### src/rtl/writeback_pkg.sv
// Shared types and defaults for the writeback stage.
package writeback_pkg;

    typedef enum logic {
        IDLE      = 1'b0,
        LOAD_WAIT = 1'b1
    } wb_state_e;

    localparam logic [2:0] LINK_REG   = 3'd7;
    localparam int         DEF_DATA_W = 16;
    localparam int         DEF_REG_AW = 3;

endpackage

### src/rtl/writeback_unit_fwd_compare.sv
// Per-operand forwarding select: matches a decode index against the wb entry
// and, when enabled by the parent, the in-flight Ex entry (Ex wins).
module fwd_compare #(
    parameter int DATA_W = 16,
    parameter int REG_AW = 3
) (
    input  logic [REG_AW-1:0] idx_i,
    input  logic              wb_valid_i,
    input  logic [REG_AW-1:0] wb_dest_i,
    input  logic [DATA_W-1:0] wb_data_i,
    input  logic              ex_valid_i,
    input  logic [REG_AW-1:0] ex_dest_i,
    input  logic [DATA_W-1:0] ex_data_i,
    output logic              sel_o,
    output logic [DATA_W-1:0] data_o
);

    logic ex_hit, wb_hit;

    assign ex_hit = ex_valid_i && (ex_dest_i == idx_i);
    assign wb_hit = wb_valid_i && (wb_dest_i == idx_i);
    assign sel_o  = ex_hit || wb_hit;
    assign data_o = ex_hit ? ex_data_i : wb_data_i;

endmodule

### src/rtl/writeback_unit.sv
// Writeback stage: retires ALU results, runs req/ack data loads, forwards to decode.
// Optional macro WB_EX_BYPASS_EN adds forwarding of the current-cycle ALU result.
module writeback_unit
    import writeback_pkg::*;
#(
    parameter int DATA_W   = DEF_DATA_W,
    parameter int REG_AW   = DEF_REG_AW,
    parameter int MAX_WAIT = 15
) (
    input  logic              clk,
    input  logic              rst,
    input  logic              ExValid,
    input  logic              ExIsLoad,
    input  logic [REG_AW-1:0] ExDest,
    input  logic [DATA_W-1:0] ExResult,
    input  logic [DATA_W-1:0] ExAddr,
    output logic              MemReq,
    output logic [DATA_W-1:0] MemAddr,
    input  logic              MemAck,
    input  logic [DATA_W-1:0] MemRdData,
    input  logic [REG_AW-1:0] DecRs,
    input  logic [REG_AW-1:0] DecRt,
    output logic              WrEn,
    output logic [REG_AW-1:0] WrAddr,
    output logic [DATA_W-1:0] DataIn,
    output logic              ForwardRs,
    output logic              ForwardRt,
    output logic [DATA_W-1:0] RsForwarding,
    output logic [DATA_W-1:0] RtForwarding,
    output logic              Stall,
    output logic              MemTimeout
);

    localparam int NUM_SRC = 2;
    localparam int CNT_W   = $clog2(MAX_WAIT + 1);

    wb_state_e         state_q, state_d;
    logic              wb_valid_q, wb_valid_d;
    logic [REG_AW-1:0] wb_dest_q, wb_dest_d;
    logic [DATA_W-1:0] wb_data_q, wb_data_d;
    logic [REG_AW-1:0] ld_dest_q, ld_dest_d;
    logic [DATA_W-1:0] mem_addr_q, mem_addr_d;
    logic              mem_req_q, mem_req_d;
    logic              stall_q, stall_d;
    logic              timeout_q, timeout_d;
    logic [CNT_W-1:0]  cnt_q, cnt_d;

    always_ff @(posedge clk or posedge rst) begin
        if (rst) begin
            state_q    <= IDLE;
            wb_valid_q <= 1'b0;
            wb_dest_q  <= '0;
            wb_data_q  <= '0;
            ld_dest_q  <= '0;
            mem_addr_q <= '0;
            mem_req_q  <= 1'b0;
            stall_q    <= 1'b0;
            timeout_q  <= 1'b0;
            cnt_q      <= '0;
        end else begin
            state_q    <= state_d;
            wb_valid_q <= wb_valid_d;
            wb_dest_q  <= wb_dest_d;
            wb_data_q  <= wb_data_d;
            ld_dest_q  <= ld_dest_d;
            mem_addr_q <= mem_addr_d;
            mem_req_q  <= mem_req_d;
            stall_q    <= stall_d;
            timeout_q  <= timeout_d;
            cnt_q      <= cnt_d;
        end
    end

    always_comb begin
        state_d    = state_q;
        wb_valid_d = 1'b0;
        wb_dest_d  = wb_dest_q;
        wb_data_d  = wb_data_q;
        ld_dest_d  = ld_dest_q;
        mem_addr_d = mem_addr_q;
        mem_req_d  = mem_req_q;
        stall_d    = stall_q;
        timeout_d  = timeout_q;
        cnt_d      = cnt_q;
        case (state_q)
            IDLE: begin
                if (ExValid && !ExIsLoad) begin
                    wb_valid_d = 1'b1;
                    wb_dest_d  = ExDest;
                    wb_data_d  = ExResult;
                end else if (ExValid && ExIsLoad) begin
                    mem_addr_d = ExAddr;
                    ld_dest_d  = ExDest;
                    mem_req_d  = 1'b1;
                    stall_d    = 1'b1;
                    cnt_d      = '0;
                    state_d    = LOAD_WAIT;
                end
            end
            LOAD_WAIT: begin
                // An ack on the final wait cycle takes precedence over the timeout.
                if (MemAck) begin
                    wb_valid_d = 1'b1;
                    wb_dest_d  = ld_dest_q;
                    wb_data_d  = MemRdData;
                    mem_req_d  = 1'b0;
                    stall_d    = 1'b0;
                    state_d    = IDLE;
                end else if (cnt_q == CNT_W'(MAX_WAIT)) begin
                    wb_valid_d = 1'b1;
                    wb_dest_d  = ld_dest_q;
                    wb_data_d  = '0;
                    timeout_d  = 1'b1;
                    mem_req_d  = 1'b0;
                    stall_d    = 1'b0;
                    state_d    = IDLE;
                end else if (cnt_q != '1) begin
                    cnt_d = cnt_q + CNT_W'(1);
                end
            end
            default: state_d = IDLE;
        endcase
    end

    assign WrEn       = wb_valid_q;
    assign WrAddr     = wb_dest_q;
    assign DataIn     = wb_data_q;
    assign MemReq     = mem_req_q;
    assign MemAddr    = mem_addr_q;
    assign Stall      = stall_q;
    assign MemTimeout = timeout_q;

    logic ex_fwd_vld;
`ifdef WB_EX_BYPASS_EN
    assign ex_fwd_vld = ExValid && !ExIsLoad && (state_q == IDLE);
`else
    assign ex_fwd_vld = 1'b0;
`endif

    logic [NUM_SRC-1:0][REG_AW-1:0] dec_idx;
    logic [NUM_SRC-1:0]             fwd_sel;
    logic [NUM_SRC-1:0][DATA_W-1:0] fwd_data;

    assign dec_idx = {DecRt, DecRs};

    for (genvar i = 0; i < NUM_SRC; i++) begin : g_fwd
        fwd_compare #(
            .DATA_W (DATA_W),
            .REG_AW (REG_AW)
        ) u_fwd (
            .idx_i      (dec_idx[i]),
            .wb_valid_i (wb_valid_q),
            .wb_dest_i  (wb_dest_q),
            .wb_data_i  (wb_data_q),
            .ex_valid_i (ex_fwd_vld),
            .ex_dest_i  (ExDest),
            .ex_data_i  (ExResult),
            .sel_o      (fwd_sel[i]),
            .data_o     (fwd_data[i])
        );
    end

    assign ForwardRs    = fwd_sel[0];
    assign ForwardRt    = fwd_sel[1];
    assign RsForwarding = fwd_data[0];
    assign RtForwarding = fwd_data[1];

endmodule

### config.mk
export PLATFORM = sky130hd
export DESIGN_NAME = writeback_unit
export DESIGN_NICKNAME = d
export VERILOG_FILES = /design/src/rtl/writeback_pkg.sv /design/src/rtl/writeback_unit_fwd_compare.sv /design/src/rtl/writeback_unit.sv
export SDC_FILE = /design/constraint.sdc
export NUM_CORES = 1
export LEC_CHECK = 0
export ABC_AREA = 1
export CAP_MARGIN = 15
export CELL_PAD_IN_SITES_DETAIL_PLACEMENT = 0
export CELL_PAD_IN_SITES_GLOBAL_PLACEMENT = 1
export CORE_MARGIN = 2
export CORE_UTILIZATION = 29
export DETAILED_ROUTE_END_ITERATION = 10
export PLACE_DENSITY = 0.91
export SYNTH_ARGS = -nofsm -noshare
export SYNTH_HDL_FRONTEND = slang
export SYNTH_SLANG_ARGS = --single-unit
### constraint.sdc
create_clock -name clk -period 2.9 [get_ports clk]
set_input_delay 0.58 -clock clk [delete_from_list [all_inputs] [get_ports clk]]
set_output_delay 0.58 -clock clk [all_outputs]
set_load 0.03 [all_outputs]
==> results of run 1 <==
[worst reg2reg max path: cells and delay by family, from the launching register on]
family / cells / cell delay (ns)
buffers and inverters: 2 / 0.43
flip-flops: 1 / 0.82
AND/OR/NAND/NOR: 5 / 0.69
[cell families (layout without fill, tap and decap cells)]
kind of cell	count (synthesis)	after routing	synth area share, %
compound gates	35	35	7.252
xor+xnor	3	3	1.073
fa+ha+maj	1	1	0.5106
buf+inv	75	174	18.23
flops	46	46	46.99
simple gates	147	147	25.95
[area by class of cell]
| class | count | share of cell area [%] |
|---|---|---|
| clock buffers | 5 | 1.842 |
| clock inverters | 3 | 1.072 |
| repair buffers | 137 | 36.84 |
| multi-input cells | 186 | 22.81 |
| inverters | 29 | 3.115 |
| well taps | 105 | 3.516 |
| flip-flops and latches | 46 | 30.81 |
[where the power goes]
part           leakage (nW)  internal, mW  switching [mW]
registers             0.571         0.780           0.135
clock network        0.0579         0.254           0.209
logic                  1.15         0.541           0.720
total                  1.78          1.57            1.06
[stage by stage]
stage	util [%]	instances	setup slack, ns	hold slack (ns)
3_5_place_dp	44.15	503	0.2740	0.4689
4_1_cts	45.47	511	0.2745	0.4903
2_1_floorplan	-	307	0.8891	0.4479
5_1_grt	45.47	511	0.1853	0.5188
6_report	45.47	511	0.2792	0.4894
3_3_place_gp	44.15	503	0.3031	0.4507
[worst max path at each step]
stage                   from         to  slack [ns]  depth (start not counted)
floorplan           DecRs[2]  ForwardRs        0.89                          2
global placement    DecRs[0]  ForwardRs        0.30                          5
detailed placement  DecRs[0]  ForwardRs        0.27                          5
CTS                 DecRs[1]  ForwardRs        0.27                          6
global route        DecRs[1]  ForwardRs        0.19                          6
finish              DecRs[0]  ForwardRs        0.28                          5
[metal layers]
metal | track usage, % | share of wire [%] | up-vias
met5 | 0 | 0 | -
met4 | 4.762 | 1.7 | 0
met3 | 3.289 | 7.6 | 8
met2 | 23.54 | 49 | 86
met1 | 16.22 | 42 | 993
li1 | - | - | 1116
[sequential cells by signal (all words and copies together) (netlist names)]
name / flops
Stall: 1
cnt_q: 4
ld_dest_q: 3
MemAddr: 16
state_q: 1
DataIn: 16
WrEn: 1
WrAddr: 3
MemTimeout: 1
[cell usage after synthesis (all sizes together)]
library cell	count	area share (%)
nand2	115	18
dfrtp	46	47
buf	43	13
o21ai	30	6.1
inv	29	4.8
nand3	26	5.7
a21oi	4	0.82
clkbuf	3	0.46
nor3	2	0.41
or2	2	0.51
xor2	2	0.72
ha	1	0.51
nand4	1	0.26
nor2	1	0.82
o31ai	1	0.31
xnor2	1	0.36
==> impl_summary.txt, run 1 <==
----------------------------------------------------
[Detailed routing]
  WL per Instance ... 11.55 um
  Post-route ant nets ... 0
  Final wirelength ... between 5000 and 6000 um
  Drt initial violations ... 57
  Initial DRT Pass Iterations ... 4
  Detailed-route via count ... 2203
  Via density ... 4.311
  DRC Markers ... 0

[Critical path]
  WP buf/inv ... 2
  Critical path data arrival time ... a little over 2 ns
  Endpoint class of the critical path ... output port
  CP max stage cell ... sky130_fd_sc_hd__clkdlybuf4s50_1
  Cell type group with the largest total delay on the critical path ... buffers and inverters
  Worst-path maximum fanout ... 2
  Delay contributed by the slowest stage of the critical path ... 0.69 ns
  Most frequent cell on the critical path ... sky130_fd_sc_hd__clkdlybuf4s50_1
  R2r startpoint ... state_q
  Setup slack on the worst flop-to-flop path ... 0.88 ns
  Ordered cell list for the critical path ... clkdlybuf4s50_1, or2_2, nand3_1, nor3_1, clkdlybuf4s50_1
  Required time of the worst setup path ... about 2.3 ns
  R2R cell count ... 7
  Type of the setup path with the least slack ... in2out
  Endpoint of the most critical register-to-register path ... DataIn[13]
  CP Launch Type ... input port

[Floorplan]
  Die area ... 9199 um^2
  Placement row count ... 33
  Width of the die ... 95.91 um
  Initial Util ... 29.82%
  Die height ... around 96 um
  Core box area ... 8217 um^2
  I/O pin total ... 135

[Worst hold path]
  Number of cells on the worst hold path ... 2
  Worst hold path startpoint ... ld_dest_q[2]
  Worst Hold Class ... reg2reg
  Capture endpoint of the worst hold path ... ld_dest_q[2]

[Cells and area]
  Most common library cell in the layout ignoring fill and taps ... sky130_fd_sc_hd__clkdlybuf4s50_1
  Share of layout cells above drive strength 1 ... under 10%
  Layout area overhead ... 52.50%
  Multi-input gate area ... 852.1 um^2
  Antenna diode count ... 0
  Storage element area ... around 1200 um^2
  Most used cells in the layout excluding fill and tap cells ... sky130_fd_sc_hd__clkdlybuf4s50_1, sky130_fd_sc_hd__nand2_1, sky130_fd_sc_hd__dfrtp_1, sky130_fd_sc_hd__o21ai_0, sky130_fd_sc_hd__inv_1
  Final Instance Area ... 3736 um^2
  Filler cell count in the final layout ... roughly 800
  Layout Nets ... roughly 470

[STA]
  Transition time at the pin with the least slew margin ... around 0.73 ns
  Period minus WS final ... approximately 2.6 ns
  Hold violation count in the final report ... 0
  Final Cycle Share ... 90.37%
  Max-slew violations ... 0
  Final setup violation count ... 0
  Normalized max-slew margin ... 51.47%
  Setup TNS Final ... 0 ns
  RSZ-0062 raised after global routing ... false
  Worst Clk Skew ... 0.007871 ns
  Fmax ... approximately 0.38 GHz

[Logic synthesis]
  Mean instance size in the synthesized netlist ... 7.980 um^2
  Instance count of the mapped netlist ... between 300 and 400
  Summed instance area of the synthesized netlist ... approximately 2400 um^2
  Number of warnings printed during yosys synthesis ... 0
  Count of distinct cell types in the synthesized netlist ... 23
  Number of register bits inferred by synthesis ... 46
  Syn nets ... 370
  Part of the Yosys area used for sequential elements ... 46.99%

[Global route]
  Via count of the first global-routing pass ... between 2000 and 2500
  Total overflow reported by the global router ... 0
  Gr usage total ... 13.52%
  Number of antenna violations at the first check in global routing ... 0
  Largest net degree at the start of global routing ... 47
  First-pass GRT wire length ... about 10000 um

[Clock network]
  Count of H-tree levels built during CTS ... 2
  Worst-skew pair later-pin latency ... around 0.3 ns
  Number of resized instances in the post-cts repair step ... 0
  Number of buffers inserted by post-CTS setup repair ... 0
  CTS buffer count ... 5
  Deepest clock path buffer count ... 2
  Worst-path clk slew ... 0.08 ns
  Number of clock sinks ... 46
  Root Driver ... sky130_fd_sc_hd__clkbuf_8
  Clock tree from TritonCTS ... yes
  CTS Hold Bufs ... 0

[Pwr]
  Largest voltage drop on the vdd net ... 0.2391 mV
  Power per standard cell area ... just over 700 nW/um^2
  Total leakage power ... 1.779 nW
  Total Power ... around 2.6 mW

[Status]
  Status ... finished, final reports clean

[Placement]
  Half-perimeter wire length of the detailed placement result ... 4324 um
  Global placer's final weighted congestion ... 0.6831
  PortBufs ... 134
  Post-place instance area ... 3627 um^2

[Job]
  Maxcap violations ... 0

----------------------------------------------------
Note: power is estimated with default switching activity, not from simulation.
==> inputs of run 2 (changes only) <==
Settings changed: CORE_MARGIN 2 to default.
==> impl_summary.txt, run 2 (synthesis gave the netlist of run 1 again) <==
----------------------------------------------------
[Status]
  Status ... finished, final reports clean

[Critical path]
  Setup slack on the worst flop-to-flop path ... 0.87 ns
  Endpoint class of the critical path ... output port
  Worst-path maximum fanout ... 2
  Critical path data arrival time ... approximately 2.1 ns
  Required time of the worst setup path ... between 2 and 2.5 ns
  Type of the setup path with the least slack ... in2out
  CP Launch Type ... input port

[Clock network]
  Deepest clock path buffer count ... 2
  Worst-skew pair later-pin latency ... 0.30 ns
  Number of resized instances in the post-cts repair step ... 0
  Count of H-tree levels built during CTS ... 2
  CTS buffer count ... 5
  CTS Hold Bufs ... 0
  Root Driver ... sky130_fd_sc_hd__clkbuf_8
  Clock tree from TritonCTS ... yes
  Worst-path clk slew ... around 0.080 ns
  Number of buffers inserted by post-CTS setup repair ... 0
  Number of clock sinks ... 46

[Job]
  Maxcap violations ... 0

[Detailed routing]
  WL per Instance ... 11.88 um
  Post-route ant nets ... 0
  DRC Markers ... 0
  Initial DRT Pass Iterations ... 4
  Drt initial violations ... 50
  Final wirelength ... 6081 um
  Detailed-route via count ... 2227
  Via density ... 4.350

[Global route]
  Number of antenna violations at the first check in global routing ... 0
  First-pass GRT wire length ... 9929 um
  Total overflow reported by the global router ... 0
  Via count of the first global-routing pass ... 2160
  Gr usage total ... 14.27%
  Largest net degree at the start of global routing ... 29

[Pwr]
  Total Power ... about 2.7 mW
  Total leakage power ... 1.780 nW
  Power per standard cell area ... 712.1 nW/um^2
  Largest voltage drop on the vdd net ... 0.2671 mV

[STA]
  Final setup violation count ... 0
  Transition time at the pin with the least slew margin ... 0.7171 ns
  Worst Clk Skew ... 0.007017 ns
  Setup TNS Final ... 0 ns
  Period minus WS final ... roughly 2.7 ns
  Normalized max-slew margin ... 52.19%
  Fmax ... 0.3752 GHz
  Max-slew violations ... 0
  Hold slack final ... about 0.47 ns
  Hold violation count in the final report ... 0
  Final Cycle Share ... 91.91%
  RSZ-0062 raised after global routing ... false

[Floorplan]
  Core box area ... between 8000 and 9000 um^2
  Die area ... 8819 um^2
  Initial Util ... 29.97%
  I/O pin total ... 135
  Placement row count ... 33
  Die height ... 93.91 um
  Width of the die ... 93.91 um

[Cells and area]
  Filler cell count in the final layout ... roughly 810
  Most used cells in the layout excluding fill and tap cells ... sky130_fd_sc_hd__clkdlybuf4s50_1, sky130_fd_sc_hd__nand2_1, sky130_fd_sc_hd__dfrtp_1, sky130_fd_sc_hd__o21ai_0, sky130_fd_sc_hd__inv_1
  Antenna diode count ... 0
  Share of layout cells above drive strength 1 ... 5.405%
  Layout area overhead ... 52.45%
  Layout Nets ... 469
  Most common library cell in the layout ignoring fill and taps ... sky130_fd_sc_hd__clkdlybuf4s50_1

[Placement]
  PortBufs ... around 130
  Half-perimeter wire length of the detailed placement result ... 4473 um
  Global placer's final weighted congestion ... 0.7391

[Worst hold path]
  Worst Hold Class ... reg2reg

----------------------------------------------------
run 2: final timing paths:
check | from | end | cells after the start
worst max-delay path | DecRs[0] | ForwardRs | 5
worst min-delay path | MemTimeout | MemTimeout | 2
worst max register to register | state_q | MemAddr[10] | 5
worst min register to register | MemTimeout | MemTimeout | 2
max in group asynchronous | rst | DataIn[11] | 3
min in group asynchronous | rst | MemAddr[5] | 3
run 2: per-layer routing:
layer	up-vias	GRT usage, %	routed length (um)
met5	-	0	0
met3	7	4.207	476
met2	85	25.30	3008
met1	1019	16.06	2538
li1	1116	-	-
met4	0	5.256	58
run 2: per-stage QoR:
step | instance area [um^2] | worst slack, ns | cells | util, %
after global routing | 3735 | 0.1805 | 512 | 45.68
after floorplan | 2450 | 0.8891 | 307 | -
after detailed placement | 3622 | 0.2476 | 504 | 44.31
final | 3735 | 0.2346 | 512 | 45.68
after CTS | 3735 | 0.2526 | 512 | 45.68
after global placement | 3622 | 0.2980 | 504 | 44.31
run 2: layout make-up:
| class | instances | area (um^2) | share of cell area (%) |
|---|---|---|---|
| clock buffers | 5 | 68.82 | 1.843 |
| flip-flops and latches | 46 | 1151 | 30.82 |
| inverters | 29 | 116.4 | 3.116 |
| clock inverters | 3 | 43.79 | 1.173 |
| repair buffers | 138 | 1371 | 36.72 |
| multi-input cells | 186 | 852.1 | 22.81 |
| well taps | 105 | 131.4 | 3.518 |
run 2: where the power goes:
group	total, mW	internal [mW]	switching (mW)
Sequential	0.916	0.780	0.137
Clock	0.482	0.258	0.224
Combinational	1.26	0.540	0.721
Total	2.66	1.58	1.08
run 2: worst max-delay path, cell delays in order:
cell                              delay (ns)
sky130_fd_sc_hd__clkdlybuf4s50_1        0.49
sky130_fd_sc_hd__or2_2                  0.12
sky130_fd_sc_hd__nand3_1                0.06
sky130_fd_sc_hd__nor3_1                 0.14
sky130_fd_sc_hd__clkdlybuf4s50_1        0.70
==> inputs of run 3 (changes only) <==
Settings changed: CORE_UTILIZATION 29 to 28, PLACE_DENSITY 0.91 to 0.89.
==> impl_summary.txt, run 3 (synthesis gave the netlist of run 1 again) <==
----------------------------------------------------
[Status]
  Status ... finished, final reports clean

[STA]
  Period minus WS final ... 2.670 ns
  Fmax ... 0.3746 GHz
  Final setup violation count ... 0
  Worst Clk Skew ... 0.009481 ns
  Max-slew violations ... 0
  Transition time at the pin with the least slew margin ... between 0.7 and 0.8 ns
  RSZ-0062 raised after global routing ... false
  Final Cycle Share ... between 90% and 100%
  Setup TNS Final ... 0 ns
  Normalized max-slew margin ... 51.54%
  Hold violation count in the final report ... 0

[Pwr]
  Register share of total power ... 35.5%
  Largest voltage drop on the vdd net ... 0.2215 mV
  Power per standard cell area ... 695.2 nW/um^2
  Switch Pwr ... 1.069 mW
  Total leakage power ... between 1.5 and 2 nW
  Internal power contribution ... 1.512 mW
  Switching fraction of total power ... 41.42%
  Total Power ... ~2.6 mW
  Clock power frac ... between 10% and 20%
  Combinational share of power ... 48.8%

[Critical path]
  CP Launch Type ... input port
  Delay contributed by the slowest stage of the critical path ... approximately 0.70 ns
  Required time of the worst setup path ... 2.32 ns
  Type of the setup path with the least slack ... in2out
  Worst-path maximum fanout ... 1
  Endpoint class of the critical path ... output port
  Critical path data arrival time ... 2.09 ns
  CP max stage cell ... sky130_fd_sc_hd__clkdlybuf4s50_1
  Most frequent cell on the critical path ... sky130_fd_sc_hd__clkdlybuf4s50_1
  Ordered cell list for the critical path ... clkdlybuf4s50_1, xor2_1, nor3_1, clkdlybuf4s50_1

[Clock network]
  Root Driver ... sky130_fd_sc_hd__clkbuf_8
  Clock tree from TritonCTS ... yes
  Number of resized instances in the post-cts repair step ... 0
  Worst-skew pair later-pin latency ... 0.30 ns
  Count of H-tree levels built during CTS ... 2
  Number of buffers inserted by post-CTS setup repair ... 0
  CTS Hold Bufs ... 0
  CTS buffer count ... 5
  Number of clock sinks ... 46
  Worst-path clk slew ... 0.08 ns
  Deepest clock path buffer count ... 2

[Worst hold path]
  Worst Hold Class ... reg2reg

[Cells and area]
  Layout Cells excl Fill ... 512
  Most used cells in the layout excluding fill and tap cells ... sky130_fd_sc_hd__clkdlybuf4s50_1, sky130_fd_sc_hd__nand2_1, sky130_fd_sc_hd__dfrtp_1, sky130_fd_sc_hd__o21ai_0, sky130_fd_sc_hd__inv_1
  Filler cell count in the final layout ... 834
  Most common library cell in the layout ignoring fill and taps ... sky130_fd_sc_hd__clkdlybuf4s50_1
  Final standard cell utilization of the core ... 44.52%
  Layout area overhead ... 51.58%
  Final Instance Area ... 3714 um^2
  Antenna diode count ... 0
  Layout Nets ... 469
  Share of layout cells above drive strength 1 ... around 5.2%

[Detailed routing]
  Drt initial violations ... 99
  Initial DRT Pass Iterations ... 4
  DRC Markers ... 0
  Via density ... 4.232
  Post-route ant nets ... 0
  WL per Instance ... 11.92 um
  Detailed-route via count ... 2167
  Final wirelength ... 6103 um

[Global route]
  Total overflow reported by the global router ... 0
  First-pass GRT wire length ... approximately 9200 um
  Via count of the first global-routing pass ... 1919
  Number of antenna violations at the first check in global routing ... 0
  Gr usage total ... 13.23%
  Largest net degree at the start of global routing ... 29

[Floorplan]
  Core box area ... roughly 8300 um^2
  I/O pin total ... approximately 140
  Die area ... 9128 um^2
  Die height ... 95.54 um
  Initial Util ... between 20% and 30%
  Width of the die ... 95.54 um
  Placement row count ... 33

[Placement]
  Global placer's final weighted congestion ... 0.6447
  PortBufs ... between 100 and 150
  Half-perimeter wire length of the detailed placement result ... 4456 um
  Post-place instance area ... between 3000 and 4000 um^2
  Cells after DPL ... 504

[Job]
  Maxcap violations ... 0

----------------------------------------------------
==> run 3: cell types whose count changed in the layout (fill, tap and decap cells not counted), sizes merged <==
cell and change:
bufinv -1, clkbuf +2, inv -1
==> run 3: per-stage QoR <==
step / hold WS (ns) / worst slack, ns
4_1_cts: 0.4908 / 0.2557
6_report: 0.4872 / 0.2302
2_1_floorplan: 0.4479 / 0.8891
3_5_place_dp: 0.4689 / 0.2519
3_3_place_gp: 0.4496 / 0.2900
5_1_grt: 0.5160 / 0.2096
==> run 3: path summary, 6_finish.rpt <==
path	startpoint	end	slack (ns)	cells past startpoint
max	DecRs[2]	ForwardRs	0.23	4
max in group asynchronous	rst	cnt_q[2]	1.61	3
min	ld_dest_q[2]	ld_dest_q[2]	0.49	2
max reg2reg	state_q	DataIn[13]	0.86	7
min in group asynchronous	rst	DataIn[15]	0.67	2
min reg2reg	ld_dest_q[2]	ld_dest_q[2]	0.49	2
==> run 3: layer usage <==
layer  wire length, um  vias to the layer above  global-route usage (%)  share of wire, %
li1                  -                     1116                       -                 -
met1              2642                      962                   16.12                43
met2              2878                       82                   21.67                47
met3               473                        7                   4.147               7.8
met4               108                        0                   5.224               1.8
met5                 0                        -                       0                 0
==> run 3: cell type report <==
cell class | instances | area, um^2 | share of cell area [%]
well taps | 105 | 131.4 | 3.538
clock buffers | 7 | 86.33 | 2.325
flip-flops and latches | 46 | 1151 | 31.00
multi-input cells | 186 | 852.1 | 22.94
repair buffers | 138 | 1371 | 36.93
inverters | 29 | 116.4 | 3.133
clock inverters | 1 | 5.005 | 0.1348
==> run 3: critical path: cells and delay by family <==
family | cells | cell delay (ns)
buffers and inverters | 2 | 1.13
and+or+nand+nor | 1 | 0.21
xor gates and xnor gates | 1 | 0.17
==> run 3: power groups by stage <==
| stage | logic, mW | registers [mW] | clock network (mW) |
|---|---|---|---|
| floorplan | 0.644 | 1.12 | 0 |
| global route | 1.35 | 0.942 | 0.459 |
| global placement | 1.26 | 0.918 | 0 |
| finish | 1.26 | 0.917 | 0.404 |
| detailed placement | 1.27 | 0.931 | 0 |
| CTS | 1.27 | 0.919 | 0.426 |
